## config.mk

```make
export PLATFORM = sky130hd
export DESIGN_NAME = drum_strike_detector
export DESIGN_NICKNAME = d
export VERILOG_FILES = /design/src/rtl/drum_pkg.sv /design/src/rtl/refractory_timer.sv /design/src/rtl/drum_strike_detector.sv
export SDC_FILE = /design/constraint.sdc
export NUM_CORES = 1
export LEC_CHECK = 0
export CORE_UTILIZATION = 25
export DETAILED_ROUTE_END_ITERATION = 7
export PLACE_DENSITY = 0.49
export REMOVE_ABC_BUFFERS = 1
export SETUP_SLACK_MARGIN = 0.02
export SLEW_MARGIN = 20
export SYNTH_ARGS = -nofsm -noshare
export SYNTH_HDL_FRONTEND = slang
export SYNTH_SLANG_ARGS = --single-unit
```

## constraint.sdc

```tcl
create_clock -name clk -period 4.2 [get_ports clk]
set_input_delay 0.63 -clock clk [delete_from_list [all_inputs] [get_ports clk]]
set_output_delay 0.63 -clock clk [all_outputs]
set_load 0.01 [all_outputs]
```

## src/rtl/drum_pkg.sv

```systemverilog
// Shared types, default thresholds and magnitude helper for the drum strike detector.
// The threshold defaults are also used by the MCU packet definition.
package drum_pkg;

   typedef enum logic [1:0] {
      ARMED      = 2'd0,
      QUALIFY    = 2'd1,
      SWING      = 2'd2,
      REFRACTORY = 2'd3
   } strike_state_t;

   localparam int DEF_STRIKE_THRESH     = 2000;
   localparam int DEF_RELEASE_THRESH    = 500;
   localparam int DEF_MIN_SAMPLES       = 2;
   localparam int DEF_MAX_SWING_SAMPLES = 255;
   localparam int DEF_REFRACT_CYCLES    = 300000;

   // |value| as 15-bit unsigned; -32768 saturates to 32767.
   function automatic logic [14:0] abs_sat16(input logic signed [15:0] value);
      if (value == 16'sh8000)
         abs_sat16 = 15'h7fff;
      else if (value[15])
         abs_sat16 = 15'(-value);
      else
         abs_sat16 = value[14:0];
   endfunction

endpackage

```

## src/rtl/refractory_timer.sv

```systemverilog
// Loadable down-counter: counts to zero one step per clk and reports done while at zero.
module refractory_timer
   import drum_pkg::*;
#(
   parameter int COUNT_W = 19
) (
   input  logic               clk,
   input  logic               rst_n,
   input  logic               clear,
   input  logic               load,
   input  logic [COUNT_W-1:0] count,
   output logic               done
);

   logic [COUNT_W-1:0] cnt_reg;

   always_ff @(posedge clk or negedge rst_n) begin
      if (!rst_n)
         cnt_reg <= '0;
      else if (clear)
         cnt_reg <= '0;
      else if (load)
         cnt_reg <= count;
      else if (cnt_reg != '0)
         cnt_reg <= cnt_reg - 1'b1;
   end

   assign done = (cnt_reg == '0);

endmodule

```

## src/rtl/drum_strike_detector.sv

```systemverilog
// Gyro-axis drum strike detector: threshold/hysteresis swing tracking with debounce,
// swing timeout and a clock-based refractory lockout after each swing.
module drum_strike_detector
   import drum_pkg::*;
#(
   parameter int STRIKE_THRESH     = DEF_STRIKE_THRESH,
   parameter int RELEASE_THRESH    = DEF_RELEASE_THRESH,
   parameter int MIN_SAMPLES       = DEF_MIN_SAMPLES,
   parameter int MAX_SWING_SAMPLES = DEF_MAX_SWING_SAMPLES,
   parameter int REFRACT_CYCLES    = DEF_REFRACT_CYCLES
) (
   input  logic               clk,
   input  logic               fpga_rst_n,
   input  logic               enable,
   input  logic               gyro_valid,
   input  logic signed [15:0] gyro_axis,
   output logic               hit_valid,
   output logic [14:0]        hit_velocity,
   output logic [7:0]         hit_count,
   output logic [1:0]         state_dbg
);

   localparam int QW = $clog2(MIN_SAMPLES + 1);
   localparam int SW = $clog2(MAX_SWING_SAMPLES + 1);
   localparam int CW = (REFRACT_CYCLES > 1) ? $clog2(REFRACT_CYCLES) : 1;

   localparam logic signed [15:0] STRIKE_LVL  = 16'(-STRIKE_THRESH);
   localparam logic signed [15:0] RELEASE_LVL = 16'(-RELEASE_THRESH);
   localparam logic [QW-1:0]      QUAL_DONE   = QW'(MIN_SAMPLES);
   localparam logic [SW-1:0]      SWING_LIMIT = SW'(MAX_SWING_SAMPLES);
   localparam logic [CW-1:0]      REFRACT_LD  = CW'(REFRACT_CYCLES - 1);

   strike_state_t state_reg, state_next;
   logic [QW-1:0] qual_reg, qual_next;
   logic [SW-1:0] swing_reg, swing_next;
   logic [14:0]   peak_reg, peak_next;
   logic          hit_valid_reg;
   logic [14:0]   hit_velocity_reg;
   logic [7:0]    hit_count_reg;

   logic [14:0] mag, peak_max;
   logic        qualifying, released, hit_fire, timer_load, timer_done;

   refractory_timer #(.COUNT_W(CW)) u_refractory_timer (
      .clk   (clk),
      .rst_n (fpga_rst_n),
      .clear (!enable),
      .load  (timer_load),
      .count (REFRACT_LD),
      .done  (timer_done)
   );

   assign mag        = abs_sat16(gyro_axis);
   assign peak_max   = (mag > peak_reg) ? mag : peak_reg;
   assign qualifying = (gyro_axis <= STRIKE_LVL);
   assign released   = (gyro_axis > RELEASE_LVL);

   always_comb begin
      state_next = state_reg;
      qual_next  = qual_reg;
      swing_next = swing_reg;
      peak_next  = peak_reg;
      hit_fire   = 1'b0;
      timer_load = 1'b0;
      if (!enable) begin
         state_next = ARMED;
         qual_next  = '0;
         swing_next = '0;
         peak_next  = '0;
      end else begin
         case (state_reg)
            ARMED: if (gyro_valid && qualifying) begin
               qual_next  = QW'(1);
               peak_next  = mag;
               swing_next = '0;
               state_next = (MIN_SAMPLES <= 1) ? SWING : QUALIFY;
            end
            QUALIFY: if (gyro_valid) begin
               if (qualifying) begin
                  qual_next = qual_reg + 1'b1;
                  peak_next = peak_max;
                  if (qual_next == QUAL_DONE) begin
                     state_next = SWING;
                     swing_next = '0;
                  end
               end else begin
                  state_next = ARMED;
                  qual_next  = '0;
                  peak_next  = '0;
               end
            end
            SWING: if (gyro_valid) begin
               swing_next = swing_reg + 1'b1;
               peak_next  = peak_max;
               // A release on the final allowed sample still counts as a hit.
               if (released) begin
                  hit_fire   = 1'b1;
                  timer_load = 1'b1;
                  state_next = REFRACTORY;
               end else if (swing_next == SWING_LIMIT) begin
                  timer_load = 1'b1;
                  state_next = REFRACTORY;
               end
            end
            REFRACTORY: if (timer_done) begin
               state_next = ARMED;
               qual_next  = '0;
               swing_next = '0;
               peak_next  = '0;
            end
            default: state_next = ARMED;
         endcase
      end
   end

   always_ff @(posedge clk or negedge fpga_rst_n) begin
      if (!fpga_rst_n) begin
         state_reg        <= ARMED;
         qual_reg         <= '0;
         swing_reg        <= '0;
         peak_reg         <= '0;
         hit_valid_reg    <= 1'b0;
         hit_velocity_reg <= '0;
         hit_count_reg    <= '0;
      end else begin
         state_reg     <= state_next;
         qual_reg      <= qual_next;
         swing_reg     <= swing_next;
         peak_reg      <= peak_next;
         hit_valid_reg <= hit_fire;
         if (hit_fire) begin
            hit_velocity_reg <= peak_max;
            hit_count_reg    <= hit_count_reg + 8'd1;
         end
      end
   end

   assign hit_valid    = hit_valid_reg;
   assign hit_velocity = hit_velocity_reg;
   assign hit_count    = hit_count_reg;
   assign state_dbg    = state_reg;

endmodule

```

==> results of run 1 <==
metal layers:
metal  vias to the layer above  GRT usage (%)  routed length (um)  share of wire (%)
li1                       1917              -                   -                  -
met2                        46           21.1                5140                 46
met5                         -              0                   0                  0
met1                      1801           17.8                5510                 49
met4                         0           5.43                 208                1.9
met3                        16           2.09                 308                2.8
layout make-up:
| cell class | count | area share (%) |
|---|---|---|
| Multi-Input combinational cell | 373 | 44.2 |
| Sequential cell | 70 | 30.6 |
| Clock inverter | 4 | 1.66 |
| Inverter | 33 | 2.17 |
| Clock buffer | 12 | 4.14 |
| Timing Repair Buffer | 79 | 12.3 |
| Tap cell | 225 | 4.92 |
what timing repair did:
item                                    in CTS  in global routing
endpoints found under the setup margin       0                 15
hold buffers                                 0                  0
gates resized for setup                      0                  4
Yosys cell counts (all sizes together) (9+ instances only):
cell / count
nand4: 11
a21oi: 23
nor2b: 11
inv: 32
nor3: 9
o21ai: 31
nand3: 22
nor2: 40
a22o: 14
xnor2: 24
nand2: 61
ha: 26
clkbuf: 13
xor2: 9
dfrtp: 70
stage by stage:
stage	util, %	setup WS, ns	hold slack (ns)
final	32.8	0.237	0.351
after global routing	32.8	0.0189	0.414
after CTS	32.7	0.221	0.376
after detailed placement	30.8	-0.113	0.471
after global placement	30.8	-0.0789	0.467
after floorplan	-	-0.476	0.334
worst max-delay path by stage:
stage	from	end	slack (ns)	depth (start not counted)
final	gyro_axis[9]	peak_reg[6]	0.24	13
after global routing	gyro_axis[9]	peak_reg[6]	0.02	14
after CTS	gyro_axis[9]	peak_reg[5]	0.22	13
after detailed placement	gyro_axis[9]	peak_reg[5]	-0.11	13
after global placement	gyro_axis[9]	peak_reg[5]	-0.08	13
after floorplan	gyro_axis[9]	peak_reg[5]	-0.48	13
worst max-delay path, stage by stage:
cell and delay (ns):
clkdlybuf4s50_1 0.42, or4_4 0.55, or2_4 0.27, or3_4 0.45
nor2b_1 0.16, mux2i_1 0.20, ha_1 0.16, nand4_1 0.16
nor4_1 0.38, a21oi_2 0.10, a21o_1 0.19, and3_4 0.25
a22o_2 0.27
power groups by stage:
stage	sequential, uW	clock (uW)	combinational (uW)
after floorplan	899	0	751
after global placement	911	0	1050
after detailed placement	913	0	1070
after CTS	905	898	1080
after global routing	924	929	1200
final	906	882	1060
kinds of logic (layout without fill, tap and decap cells):
group,after synthesis,in the layout,synth area share (%)
compound gates,116,116,18.3
xor+xnor,33,33,6.45
fa+ha+maj,26,26,7.26
buf+inv,51,128,4.83
flops,70,70,39.1
mux,3,3,0.671
simple gates,195,195,23.4
==> flow_summary.toml, run 1 <==
[clock_tree]
cts_tree = "yes"
clkSlewWorstSetupHoldPaths_ns = 0.06
cts-root-buf = "clkbuf_16"
clk_latency_ns = 0.34
htree_levels = 3
postCtsSetupBuffers = 0
clk_path_buf_depth = 2
clock-sinks = 70
numCtsBuffers = 9

[worst_setup_path]
worstPathMaxFanout = 13
rr_endpoint = "peak_reg[6]"
arrival_ns = 4.19
worst_r2r_startpoint = "u_refractory_timer.cnt_reg[0]"
reg2reg_depth = 9
cp-start-kind = "input port"
worstPathRequired_ns = 4.42
critical_path_class = "input port to flop"
endpoint_kind = "flop"
rrSetupSlack_ns = 1.24

[pwr]
power.density_nw_per_um2 = 499
clock_power_share_pct = 30.9
power_uw = 2850
vdd_drop_max_mv = 0.228
p_switching_uw = 999
seqPwrFrac_pct = 31.7
leakage_uw = 0.00246
p_int_uw = 1850
p_sw_share_pct = 35.0
p_comb_share_pct = 37.3

[grt]
grt_use_total_pct = 13.3
grt_pass1_vias = 3790
grt_overflow = 0
antenna_found_initial = 0
grt_pass1_wl_mm = 19.2
grt_max_degree = 42

[sta]
max_slew_margin_pct = 48.4
hold_viol = 0
post-route-period-util_pct = 94.4
period_needed_ns = 3.96
max_freq_mhz = 252
fin_tns_setup_ns = 0
finClkSkew_ns = 0.00951
setup_violations = 0
rsz0062_at_grt = "no"
finalMaxSlewViolations = 0
tightest_slew_ns = 0.774

[layout]
multi_input_area_sq_um = 2530
n_fill_cell = 1819
layout_common_cells = "dfrtp_1, nand2_1, clkdlybuf4s50_1, nor2_1, buf_4"
drive_gt1_share_pct = 13.1
final_cells = 796
layout_commonest_cell = "dfrtp_1"
area_growth_pct = 27.7
seqCellArea_sq_um = 1750
nNetsFinal = 612
design_area_sq_um = 5720
largest_reg_flops = 19
diodes = 0

[routing]
ant_nets = 0
wl_per_cell_um = 14.0
wirelength_mm = 11.2
drt_iter0_drc = 153
drc = 0
viasPerCell = 4.75
dr.pass1.iters = 4
num_vias = 3780

[synthesis]
synth_seq_area_share_pct = 39.1
synth-edff-count = 0
yosys_most_used_dff = "dfrtp_1"
syn_area_per_cell_sq_um = 9.06
synth_area_leader_cell = "dfrtp_1"
ys_warn_count = 0
synth_cells = 494
synthTopCellsByArea = "dfrtp_1, ha_1, nand2_1, xnor2_1, nor2_1"
ys_ff_latch = 70
yosys.area.top_type_share_pct = 39.1
postSynth.asyncResetShare_pct = 100
synthesis.area_sq_um = 4480
synth_cell_types = 66

[floorplan]
rows = 48
die_height_um = 136
die_w_um = 136
core_sq_um = 17400
start_util_pct = 25.7
die-area_sq_um = 18500
num_io_pins = 46

[place]
gp_congestion = 0.833
dpl.cell_count = 780
portBuffers = 45
dp_hpwl_mm = 8.32
placed_area_sq_um = 5370

[outcome]
status = "finished clean"

[run]
max_cap_viol_count = 0

[min_path]
hp-class = "input port to async pin"
Power figures use the tool's default switching activity.
==> run 2, diff against run 1 <==
--- a/config.mk
+++ b/config.mk
@@ -5,9 +5,10 @@
 export SDC_FILE = /design/constraint.sdc
 export NUM_CORES = 1
 export LEC_CHECK = 0
-export CORE_UTILIZATION = 25
+export CORE_ASPECT_RATIO = 2
+export CORE_UTILIZATION = 55
 export DETAILED_ROUTE_END_ITERATION = 7
-export PLACE_DENSITY = 0.49
+export PLACE_DENSITY = 0.85
 export REMOVE_ABC_BUFFERS = 1
 export SETUP_SLACK_MARGIN = 0.02
 export SLEW_MARGIN = 20
==> run 2 against run 1 <==
Die area shrank 54%. Register-to-register slack improved by 0.05 ns. Clock power fell by 7.5%. Via count rose by 7.5%. Global-route usage grew 16 points. Clock skew down 0.0027 ns. Combinational power grew 5%. Non-clock buffer count shrank 2. Maximum frequency fell by 3.1%. Sequential share of layout area up 0.95 points. Critical path type unchanged. Largest cell class unchanged.
==> flow_summary.toml, run 2 (same netlist as run 1, synthesis figures left out) <==
[outcome]
status = "finished clean"

[sta]
fin_tns_setup_ns = 0
hold_viol = 0
post-route-period-util_pct = 97.4
tightest_slew_ns = 0.592
max_slew_margin_pct = 60.5
finalMaxSlewViolations = 0
max_freq_mhz = 244
setup_violations = 0
finClkSkew_ns = 0.00679
period_needed_ns = 4.09

[layout]
design_area_sq_um = 5550
area_growth_pct = 23.9
final_cells = 664
seqCellArea_sq_um = 1750
final_util_pct = 70.3
layout_commonest_cell = "dfrtp_1"
n_fill_cell = 588
multi_input_area_sq_um = 2550
largest_reg_flops = 19
nNetsFinal = 611
layout_common_cells = "dfrtp_1, nand2_1, clkdlybuf4s50_1, nor2_1"
diodes = 0
drive_gt1_share_pct = 13.2

[clock_tree]
cts_tree = "yes"
htree_levels = 3
clk_path_buf_depth = 2
cts-root-buf = "clkbuf_16"
clkSlewWorstSetupHoldPaths_ns = 0.05
clock-sinks = 70
numCtsBuffers = 9
cts_hold_buffers = 0
clk_latency_ns = 0.33

[place]
dp_hpwl_mm = 8.30
gp_congestion = 1.01
portBuffers = 45
dpl.cell_count = 648
placed_area_sq_um = 5190

[floorplan]
core_sq_um = 7890
rows = 46
die_w_um = 65.8
num_io_pins = 46
die_height_um = 130
die-area_sq_um = 8530
start_util_pct = 56.8

[grt]
grt_overflow = 0
antenna_found_initial = 0
grt_pass1_vias = 4248
grt_use_total_pct = 29.5
grt_max_degree = 46
grt_pass1_wl_mm = 19.2

[worst_setup_path]
max_stage_delay_ns = 0.55
worstPathRequired_ns = 4.42
endpoint_kind = "flop"
critPathBufInv = 1
slowest_stage = "or4_4"
rrSetupSlack_ns = 1.29
crit_chain = "clkdlybuf4s50_1 > or4_4 > or2_4 > or3_4 > nor2b_1 > mux2i_1 > ha_1 > nand4_1 > nor4_2 > a21oi_2 > a21o_1 > and3_4 > a22o_2"
path_delay_family = "simple AND/OR/NAND/NOR gates"
arrival_ns = 4.31
cp-start-kind = "input port"
critical_path_class = "input port to flop"
worstPathMaxFanout = 13

[routing]
viasPerCell = 6.12
drt_iter0_drc = 286
dr.pass1.iters = 4
wl_per_cell_um = 17.8
wirelength_mm = 11.8
drc = 0
num_vias = 4062
ant_nets = 0

[pwr]
vdd_drop_max_mv = 0.238
leakage_uw = 0.00244
power.density_nw_per_um2 = 512

[run]
max_cap_viol_count = 0

[min_path]
hp-class = "input port to async pin"
run 2: final timing paths:
path | from | to | depth (start not counted)
worst max-delay path | gyro_axis[9] | peak_reg[5] | 13
worst min-delay path | fpga_rst_n | u_refractory_timer.cnt_reg[7] | 1
worst max register to register | u_refractory_timer.cnt_reg[0] | peak_reg[3] | 9
worst min register to register | hit_count[7] | hit_count[7] | 1
max in group asynchronous | fpga_rst_n | hit_count[6] | 2
min in group clk | hit_count[7] | hit_count[7] | 1
run 2: through the flow:
step	hold slack, ns	total power [uW]	setup slack [ns]
global route	0.352	3000	-0.0205
CTS	0.481	2810	0.193
finish	0.299	2840	0.108
global placement	0.461	1930	-0.0658
detailed placement	0.470	1980	-0.131
floorplan	0.334	1650	-0.476
run 2: routing by layer:
layer	track usage (%)	vias up	wire length (um)
li1	-	1901	-
met1	30.8	1968	4270
met2	52.6	140	6370
met3	5.55	53	461
met4	18.5	0	692
met5	0	-	0
run 2: layout make-up:
type                    instances  share of cell area, %
clock buffers                  10                   4.31
repair buffers                 77                   12.5
well taps                      96                   2.17
inverters                      33                   2.23
flip-flops and latches         70                   31.6
multi-input cells             374                   45.9
clock inverters                 4                   1.31
run 2: repair_timing:
action / 4_1_cts / 5_1_grt
endpoints found under the setup margin: 0 / 20
setup buffers: 0 / 1
resized for setup: 0 / 6
run 2: where the power goes:
group          internal, uW  switching [uW]  total, uW
combinational           486             628       1110
sequential              795             117        912
clock                   528             287        816
total                  1810            1030       2840
==> run 3, diff against run 2 <==
--- a/config.mk
+++ b/config.mk
@@ -8,7 +8,8 @@
 export CORE_ASPECT_RATIO = 2
 export CORE_UTILIZATION = 55
 export DETAILED_ROUTE_END_ITERATION = 7
-export PLACE_DENSITY = 0.85
+export DONT_BUFFER_PORTS = 1
+export PLACE_DENSITY = 0.77
 export REMOVE_ABC_BUFFERS = 1
 export SETUP_SLACK_MARGIN = 0.02
 export SLEW_MARGIN = 20
==> run 3 against run 2 <==
Final cell count is 11% lower. Maximum frequency up 9.0%. Clock skew increased by 0.0028 ns. Non-clock buffer count decreased by 72.
==> flow_summary.toml, run 3 (same netlist as run 1, synthesis figures left out) <==
[layout]
layout_commonest_cell = "dfrtp_1"
seqCellArea_sq_um = 1750
nNetsFinal = 538
design_area_sq_um = 4850
area_growth_pct = 8.33
largest_reg_flops = 19
diodes = 0
final_util_pct = 61.5
multi_input_area_sq_um = 2510
layout_common_cells = "dfrtp_1, nand2_1, nor2_1, inv_1, o21ai_0"
n_fill_cell = 660
drive_gt1_share_pct = 9.05

[sta]
tightest_slew_ns = 0.517
finClkSkew_ns = 0.00961
finalWorstSetupSlack_ns = 0.447
max_slew_margin_pct = 65.5
rsz0062_at_grt = "no"
setup_violations = 0
finalMaxSlewViolations = 0
hold_viol = 0
period_needed_ns = 3.75
post-route-period-util_pct = 89.4
max_freq_mhz = 266

[grt]
grt_overflow = 0
grt_pass1_wl_mm = 17.4
grt_max_degree = 71
grt_use_total_pct = 26.7
antenna_found_initial = 0
grt_pass1_vias = 3603

[routing]
ant_nets = 0
drt_iter0_drc = 228
wirelength_mm = 10.5
dr.pass1.iters = 4
viasPerCell = 6.21
drc = 0
wl_per_cell_um = 17.8
num_vias = 3685

[pwr]
vdd_drop_max_mv = 0.285
power_uw = 2610
leakage_uw = 0.00214
power.density_nw_per_um2 = 539

[min_path]
hp-class = "input port to async pin"

[worst_setup_path]
arrival_ns = 3.98
startpoint = "gyro_axis[9]"
cp-start-kind = "input port"
worst_r2r_startpoint = "state_dbg[0]"
worstPathMaxFanout = 14
endpoint_kind = "flop"
worstPathRequired_ns = 4.42
critical_path_class = "input port to flop"

[clock_tree]
postCtsSetupBuffers = 0
htree_levels = 3
numCtsBuffers = 9
clk_path_buf_depth = 2
clkSlewWorstSetupHoldPaths_ns = 0.06
clk_latency_ns = 0.34
cts_tree = "yes"
clock-sinks = 70
cts-root-buf = "clkbuf_16"

[outcome]
status = "finished clean"

[place]
placed_area_sq_um = 4540
post-place-ws_ns = 0.128
dp_hpwl_mm = 7.67
gp_congestion = 0.896
portBuffers = 0

[floorplan]
rows = 46
die_w_um = 65.8
num_io_pins = 46
start_util_pct = 56.8
die-area_sq_um = 8530
die_height_um = 130
core_sq_um = 7890

[run]
max_cap_viol_count = 0
[run 3: cell count changes in the layout (fill, tap and decap cells not counted), sizes merged]
cell / previous run / this run
a32o: 9 / 8
clkdlybuf4s50: 44 / 0
clkinv: 2 / 6
inv: 32 / 33
clkinvlp: 1 / 0
bufinv: 2 / 0
buf: 33 / 5
[run 3: cell type report]
cell class	instances	area share (%)
Clock buffer	10	4.93
Clock inverter	6	0.929
Inverter	33	2.55
Multi-Input combinational cell	373	51.8
Sequential cell	70	36.1
Tap cell	96	2.48
Timing Repair Buffer	5	1.19
[run 3: what timing repair did]
item / 4_1_cts / 5_1_grt
hold buffers: 1 / 0
resized for setup: 0 / 0
hold endpoints to repair: 70 / 0
[run 3: report_power, final]
group	total, uW	switching, uW	internal [uW]
clock	726	307	419
combinational	967	559	408
sequential	919	125	794
[run 3: path summary, 6_finish.rpt]
path | to | slack [ns] | cells past startpoint
worst max-delay path | peak_reg[6] | 0.45 | 12
worst min-delay path | hit_velocity[2] | 0.16 | 1
worst max register to register | hit_count[6] | 1.26 | 8
worst min register to register | peak_reg[13] | 0.51 | 1
max in group asynchronous | qual_reg[0] | 3.72 | 1
min in group clk | state_dbg[0] | 0.44 | 2
[run 3: routing by layer]
metal	routed length, um	vias to the layer above	track usage [%]
li1	-	1766	-
met1	4300	1810	31.6
met2	5590	87	46.4
met3	340	22	3.96
met4	293	0	12.5
met5	0	-	0
[run 3: worst max-delay path: stages]
cell     delay (ns)
or4_4          0.54
or2_4          0.27
or3_4          0.46
nor2b_1        0.16
mux2i_1        0.35
ha_1           0.20
nand4_1        0.13
nor4_1         0.39
a21oi_2        0.10
a21o_1         0.21
and3_4         0.25
a22o_2         0.27
[run 3: per-stage QoR]
stage / setup TNS, ns / cells / hold WS (ns)
6_report: 0 / 593 / 0.165
5_1_grt: 0 / 593 / 0.202
4_1_cts: 0 / 593 / 0.189
3_5_place_dp: 0 / 576 / 0.336
3_3_place_gp: 0 / 576 / 0.336
2_1_floorplan: -6.31 / 476 / 0.334
